--- src/rtl/instr_encoder_if.sv ---
// Handshake and field bundle for instr_encoder.
//   master : operand producer / word consumer (drives bundle, clear, out_ready)
//   slave  : the encoder (drives in_ready, out_*, full, err)
interface instr_encoder_if #(
  parameter int AW = 6
);
  logic          clear;
  logic          in_valid;
  logic          in_ready;
  logic [3:0]    mnem;
  logic [4:0]    rs, rt, rd, shamt;
  logic [5:0]    funct;
  logic [15:0]   imm;
  logic [25:0]   target;
  logic          out_valid;
  logic          out_ready;
  logic [31:0]   out_instr;
  logic [AW-1:0] out_addr;
  logic          full;
  logic          err;

  modport master (
    output clear, in_valid, mnem, rs, rt, rd, shamt, funct, imm, target, out_ready,
    input  in_ready, out_valid, out_instr, out_addr, full, err
  );

  modport slave (
    input  clear, in_valid, mnem, rs, rt, rd, shamt, funct, imm, target, out_ready,
    output in_ready, out_valid, out_instr, out_addr, full, err
  );
endinterface

--- src/rtl/instr_encoder.sv ---
// Streaming instruction encoder: packs mnemonic + operand fields into 32-bit
// machine words, each tagged with a sequential word address.
// Ports:
//   clk      rising-edge clock
//   reset_n  asynchronous active-low reset
//   bus      instr_encoder_if.slave: in_valid/in_ready operand bundle,
//            out_valid/out_ready word + address, clear, full, err
module instr_encoder #(
  parameter int AW    = 6,
  parameter int DEPTH = 64
) (
  input  logic           clk,
  input  logic           reset_n,
  instr_encoder_if.slave bus
);

  typedef enum logic [3:0] {
    M_RTYPE = 4'd0, M_LW  = 4'd1, M_SW  = 4'd2, M_BEQ = 4'd3, M_ADDI = 4'd4,
    M_J     = 4'd5, M_LUI = 4'd6, M_LI  = 4'd7, M_BLT = 4'd8
  } mnem_e;

  localparam logic [AW:0] DEPTH_C = (AW+1)'(DEPTH);

  logic [AW:0]   cnt_q, cnt_d;
  logic          full_q, full_d;
  logic          err_q, err_d;
  logic          vld_q, vld_d;
  logic [31:0]   instr_q, instr_d;
  logic [AW-1:0] addr_q, addr_d;

  logic          legal, fire;
  logic [31:0]   enc;

  assign legal        = (bus.mnem <= 4'd8);
  // Output slot frees up in the same cycle it drains, so a full pipe still streams.
  assign bus.in_ready = ~full_q & ~bus.clear & (~vld_q | bus.out_ready);
  assign fire         = bus.in_valid & bus.in_ready;

  always_comb begin
    enc = 32'h0;
    case (mnem_e'(bus.mnem))
      M_RTYPE: enc = {6'b000000, bus.rs, bus.rt, bus.rd, bus.shamt, bus.funct};
      M_LW:    enc = {6'b100011, bus.rs, bus.rt, bus.imm};
      M_SW:    enc = {6'b101011, bus.rs, bus.rt, bus.imm};
      M_BEQ:   enc = {6'b000100, bus.rs, bus.rt, bus.imm};
      M_ADDI:  enc = {6'b001000, bus.rs, bus.rt, bus.imm};
      M_J:     enc = {6'b000010, bus.target};
      M_LUI:   enc = {6'b001111, 5'b0, bus.rt, bus.imm};
      M_LI:    enc = {6'b010001, 5'b0, bus.rt, bus.imm};
      M_BLT:   enc = {6'b011111, bus.rs, bus.rt, bus.imm};
      default: enc = 32'h0;
    endcase
  end

  always_comb begin
    cnt_d   = cnt_q;
    full_d  = full_q;
    err_d   = 1'b0;
    vld_d   = vld_q;
    instr_d = instr_q;
    addr_d  = addr_q;
    if (bus.clear) begin
      // clear wins over any handshake; pending word is dropped
      cnt_d  = '0;
      full_d = 1'b0;
      vld_d  = 1'b0;
    end else begin
      if (vld_q && bus.out_ready) vld_d = 1'b0;
      if (fire) begin
        if (legal) begin
          vld_d   = 1'b1;
          instr_d = enc;
          addr_d  = cnt_q[AW-1:0];
          cnt_d   = cnt_q + 1'b1;
          full_d  = (cnt_d == DEPTH_C);
        end else begin
          // illegal bundle is swallowed: flag it, emit nothing
          err_d = 1'b1;
        end
      end
    end
  end

  always_ff @(posedge clk or negedge reset_n) begin
    if (!reset_n) begin
      cnt_q   <= '0;
      full_q  <= 1'b0;
      err_q   <= 1'b0;
      vld_q   <= 1'b0;
      instr_q <= '0;
      addr_q  <= '0;
    end else begin
      cnt_q   <= cnt_d;
      full_q  <= full_d;
      err_q   <= err_d;
      vld_q   <= vld_d;
      instr_q <= instr_d;
      addr_q  <= addr_d;
    end
  end

  assign bus.out_valid = vld_q;
  assign bus.out_instr = instr_q;
  assign bus.out_addr  = addr_q;
  assign bus.full      = full_q;
  assign bus.err       = err_q;

endmodule

--- src/flat_wrapper.sv ---
// flat-port wrapper written by rule: the top's interface ports become plain ports
module instr_encoder_flat 
#(
  parameter int AW    = 6,
  parameter int DEPTH = 64
)
  (clk, reset_n, bus_clear, bus_in_valid, bus_mnem, bus_rs, bus_rt, bus_rd, bus_shamt, bus_funct, bus_imm, bus_target, bus_out_ready, bus_in_ready, bus_out_valid, bus_out_instr, bus_out_addr, bus_full, bus_err);
  instr_encoder_if #(.AW(AW)) bus_i ();
  input  logic clk;
  input  logic reset_n;
  input wire logic [$bits(bus_i.clear)-1:0] bus_clear;
  input wire logic [$bits(bus_i.in_valid)-1:0] bus_in_valid;
  input wire logic [$bits(bus_i.mnem)-1:0] bus_mnem;
  input wire logic [$bits(bus_i.rs)-1:0] bus_rs;
  input wire logic [$bits(bus_i.rt)-1:0] bus_rt;
  input wire logic [$bits(bus_i.rd)-1:0] bus_rd;
  input wire logic [$bits(bus_i.shamt)-1:0] bus_shamt;
  input wire logic [$bits(bus_i.funct)-1:0] bus_funct;
  input wire logic [$bits(bus_i.imm)-1:0] bus_imm;
  input wire logic [$bits(bus_i.target)-1:0] bus_target;
  input wire logic [$bits(bus_i.out_ready)-1:0] bus_out_ready;
  output wire logic [$bits(bus_i.in_ready)-1:0] bus_in_ready;
  output wire logic [$bits(bus_i.out_valid)-1:0] bus_out_valid;
  output wire logic [$bits(bus_i.out_instr)-1:0] bus_out_instr;
  output wire logic [$bits(bus_i.out_addr)-1:0] bus_out_addr;
  output wire logic [$bits(bus_i.full)-1:0] bus_full;
  output wire logic [$bits(bus_i.err)-1:0] bus_err;
  assign bus_i.clear = bus_clear;
  assign bus_i.in_valid = bus_in_valid;
  assign bus_i.mnem = bus_mnem;
  assign bus_i.rs = bus_rs;
  assign bus_i.rt = bus_rt;
  assign bus_i.rd = bus_rd;
  assign bus_i.shamt = bus_shamt;
  assign bus_i.funct = bus_funct;
  assign bus_i.imm = bus_imm;
  assign bus_i.target = bus_target;
  assign bus_i.out_ready = bus_out_ready;
  assign bus_in_ready = bus_i.in_ready;
  assign bus_out_valid = bus_i.out_valid;
  assign bus_out_instr = bus_i.out_instr;
  assign bus_out_addr = bus_i.out_addr;
  assign bus_full = bus_i.full;
  assign bus_err = bus_i.err;
  instr_encoder #(.AW(AW), .DEPTH(DEPTH)) u_core (.clk(clk), .reset_n(reset_n), .bus(bus_i));
endmodule
--- config.mk ---
export PLATFORM = sky130hd
export DESIGN_NAME = instr_encoder_flat
export DESIGN_NICKNAME = d
export VERILOG_FILES = /design/src/rtl/instr_encoder_if.sv /design/src/rtl/instr_encoder.sv /design/src/flat_wrapper.sv
export SDC_FILE = /design/constraint.sdc
export NUM_CORES = 1
export LEC_CHECK = 0
export CORE_MARGIN = 3
export CORE_UTILIZATION = 37
export CTS_CLUSTER_DIAMETER = 80
export DETAILED_ROUTE_END_ITERATION = 10
export GPL_TIMING_DRIVEN = 0
export PLACE_DENSITY_LB_ADDON = 0.08
export SLEW_MARGIN = 15
export SYNTH_ARGS = -nofsm -noshare
export SYNTH_HDL_FRONTEND = slang
export SYNTH_SLANG_ARGS = --single-unit
--- constraint.sdc ---
create_clock -name clk -period 1.7 [get_ports clk]
set_clock_uncertainty 0.15 [all_clocks]
set_input_delay 0.425 -clock clk [delete_from_list [all_inputs] [get_ports clk]]
set_output_delay 0.425 -clock clk [all_outputs]
set_load 0.01 [all_outputs]
==> impl_metrics.csv, run 1 <==
group,metric,value,unit
setup_path,critical_path_class,"reg -> reg",
setup_path,worstPathArrival,1.87,ns
detailed_routing,dr.pass1.iters,4,
die,initial_utilization,39.0,%
timing,hold_viol_final,0,
logic_synthesis,synth_area_leaders,"dfrtp_1, o21ai_0, a221oi_1",
logic_synthesis,ys_warn_count,0,
die,rows,29,
die,ios,119,
power,peakVddDrop,0.000429,V
cts,clockBufferDepth,2,
timing,maxSlewHeadroom,63.6,%
setup_path,start_kind,"flip-flop",
logic_synthesis,syn-num-nets,343,
power,comb_power_share,32.9,%
logic_synthesis,synthTopCellsByCount,"dfrtp_1, nand2_1, o21ai_0, nor2_1, a21oi_1",
detailed_routing,wirelength,8670,um
layout,fin_util,68.9,%
grt,antenna_found_initial,0,
detailed_routing,antenna_left,0,
layout,layout-drive-gt1-share,27.6,%
placed_design,place_area,3820,um2
die,dieArea,7870,um2
layout,final_nets,495,
timing,setup_viol,35,
power,finalPower,0.00313,W
timing,timing.final.ws_setup,-0.127,ns
logic_synthesis,synth_area_per_cell,9.59,um2
logic_synthesis,syn_area,2530,um2
status,status,"finished with violations",
grt,grt_overflow,0,
timing,final.min_clock_period,1.83,ns
power,power_frac_clock,22.4,%
grt,grt_usage,21.9,%
logic_synthesis,synth_largest_area_cell,"dfrtp_1",
detailed_routing,drc,0,
die,fp.coreArea,6490,um2
placed_design,post-dp-hpwl,5860,um
grt,grt_start_max_net_pins,27,
placed_design,gp_congestion,0.808,
logic_synthesis,ys_seq_area_share,47.5,%
layout,area.growth.synth_to_final,76.7,%
cts,path_clk_slew,0.10,ns
setup_path,worstPathRequired,1.74,ns
die,fp.dieH,88.7,um
cts,cts_num_sinks,48,
power,power_frac_seq,44.8,%
cts,htreeDepth,2,
logic_synthesis,ys.flop_type,"dfrtp_1",
logic_synthesis,synth.most_common_cell,"dfrtp_1",
cts,cts_tree,"done",
cts,cts_made_buffers,5,
logic_synthesis,yosys_register_bits,48,
detailed_routing,dr_total_vias,2677,
timing,clock.fmax,0.547,GHz
timing,maxSlewViolCount,0,
setup_path,worstPathMaxFanout,7,
power,swShare,31.3,%
cts,insertion_delay,0.31,ns
detailed_routing,dr.first_iter.drc_count,83,
grt,grt_pass1_vias,2653,
min_path,hold_class,"in -> reg",
timing,worst_pin_slew,0.546,ns
logic_synthesis,synth_top_area_share,47.5,%
detailed_routing,vias_per_cell,5.42,
logic_synthesis,syn-instance-count,264,
detailed_routing,drt-wirelength-per-cell,17.6,um
power,p_switching,0.000979,W
power,p_int,0.00215,W
logic_synthesis,synth-edff-count,0,
die,dieWidth,88.7,um
cts,clock-root-buffer,"clkbuf_8",
timing,period_share,107,%
grt,grt_pass1_wl,13300,um
power,power_density,700,nW/um2
status,violations,"setup timing",
job,cap_violations,0,
timing,grt_setup_unrepaired,"true",
power,p_leak,2.01,nW
placed_design,io_buffer_count,117,
layout,fin_area,4470,um2
layout,num_antenna_cells,0,
setup_path,end_kind,"flip-flop",
logic_synthesis,async_flop_share,100,%
logic_synthesis,ys_types,50,
kinds of logic (layout without fill, tap and decap cells):
kind of cell,after synthesis,after routing,share of synthesized area [%]
adders and majority gates,2,2,0.988
AOI/OAI and AO/OA,96,96,26.0
muxes,5,5,2.03
and+or+nand+nor,83,84,16.5
xor gates and xnor gates,4,4,1.38
DFF,48,48,47.5
buffers and inverters,26,178,5.63
flip-flops by register name, indices dropped and copies added, names as in the netlist:
signal                count
u_core.bus.err            1
u_core.bus.out_instr     32
u_core.cnt_q              7
u_core.bus.out_addr       6
u_core.bus.full           1
u_core.bus.out_valid      1
final cells by class:
type / instances / area (um2)
well taps: 77 / 96.3
flip-flops and latches: 48 / 1200
fillers: 556 / 2020
clock inverters: 3 / 18.8
multi-input cells: 191 / 1470
clock buffers: 5 / 68.8
inverters: 5 / 18.8
plain buffers: 21 / 198
repair buffers: 144 / 1400
layer usage:
| layer | vias to the layer above | share of wire (%) | GRT usage, % |
|---|---|---|---|
| met3 | 15 | 5.5 | 5.03 |
| met2 | 81 | 50 | 36.8 |
| met1 | 1289 | 43 | 28.1 |
| met5 | - | 0 | 0 |
| met4 | 0 | 1.5 | 6.04 |
| li1 | 1292 | - | - |
critical path, cell delays in order (launching register included):
cell and delay (ns):
dfrtp_1 0.41, buf_6 0.13, nor2_4 0.12, buf_6 0.11
and4_4 0.23, buf_6 0.14, buf_12 0.15, buf_6 0.10
xnor2_2 0.10, nor2_1 0.06
final timing paths:
path / start / end / slack (ns) / depth (start not counted)
max in group asynchronous: reset_n / u_core.bus.out_instr[19] / 0.39 / 3
hold reg to reg: u_core.bus.out_addr[0] / u_core.bus.out_addr[0] / 0.32 / 2
min in group asynchronous: reset_n / u_core.bus.out_addr[1] / 0.47 / 2
setup / recovery: u_core.bus.full / u_core.cnt_q[0] / -0.13 / 9
hold / removal: bus_clear / u_core.cnt_q[0] / 0.26 / 2
setup reg to reg: u_core.bus.full / u_core.cnt_q[0] / -0.13 / 9
power groups by stage:
stage                     Combinational (W)  Clock, W  Sequential [W]
after floorplan                    0.000288         0         0.00149
after global placement             0.000977         0         0.00141
after detailed placement           0.000992         0         0.00142
after CTS                          0.000982  0.000711         0.00139
after global routing                0.00111  0.000752         0.00142
final                               0.00103  0.000701         0.00140
stage by stage:
stage	setup TNS (ns)	cells	setup slack, ns	hold WS [ns]
floorplan	0	264	0.00207	-0.0206
global placement	-100.64	458	-1.39	0.310
detailed placement	-34.77	459	-0.972	0.294
CTS	-1.52	493	-0.124	0.253
global route	-4.31	494	-0.179	0.259
finish	-1.99	494	-0.127	0.260
what timing repair did:
action / in CTS / in global routing
gates cloned: 5 / 0
setup endpoints to repair: 89 / 46
pin swaps: 20 / 11
hold endpoints to repair: 22 / 0
resized for setup: 109 / 48
hold buffers: 1 / 0
setup buffers: 20 / 1
cell usage in the layout, fill, tap and decap left out, drive strengths merged, types with 3 or more instances in the layout:
| cell | n |
|---|---|
| a221o | 5 |
| nand2 | 30 |
| nand4 | 3 |
| nand3 | 3 |
| buf | 49 |
| nor2 | 24 |
| nor3 | 4 |
| and3 | 6 |
| clkbuf | 8 |
| nand2b | 3 |
| o21ai | 33 |
| xnor2 | 3 |
| a21oi | 24 |
| a221oi | 16 |
| dlygate4sd2 | 43 |
| clkdlybuf4s50 | 68 |
| inv | 5 |
| clkinv | 3 |
| a32oi | 5 |
| mux2i | 4 |
| dfrtp | 48 |
Note: power is estimated with default switching activity, not from simulation.
==> run 2: changes to the inputs <==
- MAX_ROUTING_LAYER: default -> met4
==> run 2 against run 1 <==
  * Combinational power barely moved
  * The run still ends with setup timing left
  * Sequential share of layout area about the same
  * Via count barely moved
  * Wire length rose by 0.45%
  * Largest cell class unchanged
  * Global-route usage up 0.67 points
  * Final cell count stayed put
  * Clock power about the same
  * Die area did not move
  * Fmax increased by 0.18%
==> impl_metrics.csv, run 2 (synthesis results as in run 1) <==
group,metric,value,unit
timing,fin_tns_setup,-1.88,ns
timing,hold_viol_final,0,
setup_path,end_kind,"flip-flop",
placed_design,io_buffer_count,117,
timing,maxSlewViolCount,0,
detailed_routing,dr.first_iter.drc_count,105,
setup_path,path_cells,"buf_6 > nor2_4 > buf_6 > and4_4 > buf_6 > buf_12 > buf_6 > xnor2_2 > nor2_1",
power,p_switching,0.000984,W
die,dieArea,7870,um2
layout,num_antenna_cells,0,
die,ios,119,
cts,cts_made_buffers,5,
grt,grt_pass1_wl,13300,um
die,dieWidth,88.7,um
layout,largest_reg_flops,32,
timing,maxSlewHeadroom,63.1,%
setup_path,max_stage_delay,0.41,ns
setup_path,critical_path_class,"reg -> reg",
grt,grt_start_max_net_pins,27,
layout,fillers,552,
setup_path,crit_top_cell,"buf_6",
setup_path,path_depth,9,
timing,clock.fmax,0.548,GHz
detailed_routing,wirelength,8710,um
timing,grt_setup_unrepaired,"true",
power,swShare,31.4,%
layout,final_cell_mix,"clkdlybuf4s50_1, dfrtp_1, dlygate4sd2_1",
cts,cts_num_sinks,48,
setup_path,worstPathRequired,1.74,ns
cts,cts_tree,"done",
setup_path,crit_buf_inv,5,
power,p_int,0.00215,W
timing,final.min_clock_period,1.82,ns
cts,clock-root-buffer,"clkbuf_8",
setup_path,timing.rr.start,"u_core.bus.full",
layout,final_common_cell,"clkdlybuf4s50_1",
power,finalPower,0.00314,W
die,fp.coreArea,6490,um2
cts,path_clk_slew,0.10,ns
detailed_routing,vias_per_cell,5.42,
cts,insertion_delay,0.31,ns
power,p_leak,2.01,nW
die,fp.dieH,88.7,um
grt,grt_overflow,0,
detailed_routing,drc,0,
setup_path,r2r_end,"u_core.cnt_q[0]",
die,rows,29,
power,power_density,700,nW/um2
cts,clockBufferDepth,2,
setup_path,start_kind,"flip-flop",
grt,antenna_found_initial,0,
power,power_frac_clock,22.4,%
timing,period_share,107,%
setup_path,worstPathMaxFanout,7,
timing,hold_ws,0.266,ns
setup_path,r2r_setup_slack,-0.12,ns
grt,grt_usage,22.5,%
grt,grt_pass1_vias,2660,
setup_path,setup.worst_path.start,"u_core.bus.full",
layout,layout-drive-gt1-share,28.1,%
timing,setup_viol,35,
timing,timing.final.ws_setup,-0.124,ns
detailed_routing,dr.pass1.iters,4,
placed_design,post-dp-hpwl,5860,um
setup_path,ff2ff_path_depth,9,
setup_path,worstPathArrival,1.87,ns
power,comb_power_share,32.9,%
power,peakVddDrop,0.000431,V
min_path,hold_class,"in -> reg",
setup_path,cp_top_family,"buffers and inverters",
layout,area.growth.synth_to_final,77.0,%
timing,worst_pin_slew,0.553,ns
status,violations,"setup timing",
cts,htreeDepth,2,
detailed_routing,drt-wirelength-per-cell,17.6,um
power,power_frac_seq,44.7,%
detailed_routing,antenna_left,0,
layout,final_nets,495,
status,status,"finished with violations",
job,cap_violations,0,
setup_path,crit_end,"u_core.cnt_q[0]",
placed_design,gp_congestion,0.820,
detailed_routing,dr_total_vias,2679,
die,initial_utilization,39.0,%
setup_path,cp_slowest_cell,"dfrtp_1",
[run 2: layout make-up]
type | instances | area [um2] | area share, %
buffer | 21 | 198 | 4.41
clock buffer | 5 | 68.8 | 1.54
clock inverter | 3 | 18.8 | 0.419
inverter | 5 | 18.8 | 0.419
multi-input combinational | 191 | 1480 | 33.0
sequential | 48 | 1200 | 26.9
tap | 77 | 96.3 | 2.15
timing repair buffer | 144 | 1400 | 31.2
[run 2: through the flow]
step | setup WS (ns) | area [um2] | cells | util [%]
2_1_floorplan | 0.00207 | 2540 | 264 | -
3_3_place_gp | -1.39 | 3810 | 458 | 58.6
3_5_place_dp | -0.972 | 3820 | 459 | 58.8
4_1_cts | -0.124 | 4300 | 493 | 66.1
5_1_grt | -0.178 | 4480 | 494 | 69.0
6_report | -0.124 | 4480 | 494 | 69.0
[run 2: per-layer routing]
layer / wire (um) / share of wire [%] / global-route usage, %
met3: 373 / 4.3 / 4.19
met1: 3850 / 44 / 28.6
met4: 128 / 1.5 / 6.04
met5: 0 / 0 / -
met2: 4360 / 50 / 36.9
[run 2: power groups by stage]
stage	combinational [W]	clock, W	sequential [W]
floorplan	0.000288	0	0.00149
global placement	0.000977	0	0.00141
detailed placement	0.000992	0	0.00142
CTS	0.000982	0.000711	0.00139
global route	0.00111	0.000755	0.00142
finish	0.00103	0.000703	0.00140
[run 2: how the worst min path moves through the flow]
stage	depth (start not counted)	slack, ns	endpoint	startpoint
after CTS	2	0.25	u_core.cnt_q[0]	bus_clear
final	2	0.27	u_core.cnt_q[0]	bus_clear
after global routing	2	0.26	u_core.cnt_q[0]	bus_clear
after floorplan	0	-0.02	u_core.bus.err	reset_n
after detailed placement	1	0.29	u_core.bus.out_addr[1]	reset_n
after global placement	2	0.31	u_core.bus.out_instr[27]	u_core.bus.out_instr[27]
[run 2: repair_timing]
item                                    4_1_cts  5_1_grt
setup buffers                                20        1
cloned                                        5        0
hold endpoints to repair                     22        0
endpoints found under the setup margin       89       46
gates resized for setup                     109       50
hold buffers                                  1        0
pin swaps                                    20       11
==> run 3: changes to the inputs <==
- SKIP_CTS_REPAIR_TIMING: default -> 1
==> run 3 against run 2 <==
  * The run still ends with setup timing left
  * Final area decreased by 0.53%
  * Die area unchanged
  * First-iteration DRC count decreased by 24%
  * Clock-buffer cell count unchanged
  * Hold slack got worse by 0.0045 ns
  * Global-route usage decreased by 2.5 points
  * Clock power about the same
  * Final cell count decreased by 0.81%
  * Critical path type is now reg -> out
  * Largest power group unchanged
==> impl_metrics.csv, run 3 (synthesis results as in run 1) <==
group,metric,value,unit
grt,grt_usage,20.0,%
grt,grt_start_max_net_pins,27,
power,peakVddDrop,0.000410,V
detailed_routing,dr_total_vias,2602,
placed_design,post-place-ws,-0.972,ns
setup_path,worstPathMaxFanout,5,
grt,use_met1,25.9,%
timing,timing.final.ws_setup,-0.0415,ns
layout,final_common_cell,"clkdlybuf4s50_1",
grt,use_met2,31.0,%
detailed_routing,drc,0,
timing,maxSlewViolCount,0,
die,initial_utilization,39.0,%
detailed_routing,antenna_left,0,
cts,cts_made_buffers,5,
setup_path,start_kind,"flip-flop",
die,dieWidth,88.7,um
layout,final_cell_mix,"clkdlybuf4s50_1, dfrtp_1, dlymetal6s2s_1",
power,p_leak,2.34,nW
detailed_routing,wirelength,8190,um
die,fp.coreArea,6490,um2
layout,largest_reg_flops,32,
die,rows,29,
layout,num_antenna_cells,0,
layout,multi_input_area,1370,um2
cts,path_clk_slew,0.09,ns
timing,hold_viol_final,0,
placed_design,post-dp-hpwl,5860,um
die,dieArea,7870,um2
grt,antenna_found_initial,0,
cts,cts_tree,"done",
setup_path,worstPathArrival,1.17,ns
power,finalPower,0.00314,W
grt,use_met3,4.38,%
cts,clockBufferDepth,2,
timing,clock.fmax,0.574,GHz
grt,grt_overflow,0,
layout,fin_cells,490,
grt,busiest_layer,"met2",
cts,cts_num_sinks,48,
layout,layout-drive-gt1-share,21.8,%
status,violations,"setup timing",
placed_design,gp_congestion,0.820,
status,status,"finished with violations",
layout,area.growth.synth_to_final,76.1,%
cts,htreeDepth,2,
timing,setup_viol,1,
timing,maxSlewHeadroom,63.7,%
timing,final.min_clock_period,1.74,ns
grt,grt_pass1_vias,2437,
die,ios,119,
detailed_routing,dr.pass1.iters,4,
detailed_routing,vias_per_cell,5.31,
layout,final_nets,491,
grt,grt_pass1_wl,11800,um
setup_path,critical_path_class,"reg -> out",
layout,regArea,1200,um2
cts,clock-root-buffer,"clkbuf_8",
die,fp.dieH,88.7,um
timing,period_share,102,%
power,power_density,704,nW/um2
detailed_routing,drt-wirelength-per-cell,16.7,um
cts,insertion_delay,0.31,ns
placed_design,io_buffer_count,117,
layout,fillers,528,
job,cap_violations,0,
min_path,hold_class,"in -> reg",
detailed_routing,dr.first_iter.drc_count,80,
setup_path,end_kind,"primary output",
setup_path,worstPathRequired,1.12,ns
timing,worst_pin_slew,0.545,ns
timing,grt_setup_unrepaired,"true",
placed_design,dp_cells,459,
[run 3: cell count changes in the layout (fill, tap and decap cells not counted), sizes merged]
cell / previous run / this run
nand4: 3 / 2
dlymetal6s2s: 0 / 44
buf: 49 / 42
dlygate4sd2: 43 / 0
clkdlybuf4s15: 1 / 0
clkbuf: 8 / 12
[run 3: worst max-delay path: stages (launching register included)]
cell,delay (ns)
dfrtp_1,0.40
buf_6,0.12
nand2b_4,0.09
and2_4,0.15
buf_6,0.09
[run 3: stage by stage]
| stage | setup TNS [ns] | util, % | hold WS (ns) | area (um2) |
|---|---|---|---|---|
| floorplan | 0 | - | -0.0206 | 2540 |
| global placement | -100.64 | 58.6 | 0.310 | 3810 |
| detailed placement | -34.77 | 58.8 | 0.294 | 3820 |
| CTS | -23.16 | 60.2 | -0.0513 | 3910 |
| global route | -0.529 | 68.6 | 0.271 | 4460 |
| finish | -0.0415 | 68.6 | 0.261 | 4460 |
[run 3: cell type report]
cell class	instances	share of cell area (%)
clock buffer	5	1.54
multi-input combinational	190	30.8
buffer	20	3.96
inverter	5	0.421
clock inverter	3	0.421
tap	77	2.16
sequential	48	27.0
timing repair buffer	142	33.7
[run 3: power breakdown]
group / switching [W] / leakage (nW) / internal (W) / total, W
Combinational: 0.000446 / 1.69 / 0.000603 / 0.00105
Clock: 0.000413 / 0.0479 / 0.000288 / 0.000701
Sequential: 0.0000848 / 0.604 / 0.00130 / 0.00139
Total: 0.000943 / 2.34 / 0.00220 / 0.00314
[run 3: path summary, 6_finish.rpt]
| path | from | end | slack, ns | cells past startpoint |
|---|---|---|---|---|
| max in group asynchronous | reset_n | u_core.bus.out_instr[19] | 0.39 | 3 |
| hold / removal | bus_clear | u_core.cnt_q[0] | 0.26 | 2 |
| hold reg to reg | u_core.bus.out_instr[27] | u_core.bus.out_instr[27] | 0.32 | 2 |
| setup reg to reg | u_core.bus.out_valid | u_core.bus.out_instr[15] | 0.02 | 7 |
| setup / recovery | u_core.bus.out_valid | bus_in_ready | -0.04 | 4 |
| min in group asynchronous | reset_n | u_core.bus.out_addr[1] | 0.47 | 2 |
[run 3: per-layer routing]
layer / part of all wire, % / up-vias / routed length [um]
li1: - / 1273 / -
met1: 43 / 1234 / 3530
met2: 49 / 84 / 4010
met3: 6.0 / 11 / 491
met4: 1.9 / 0 / 156
met5: 0 / - / 0
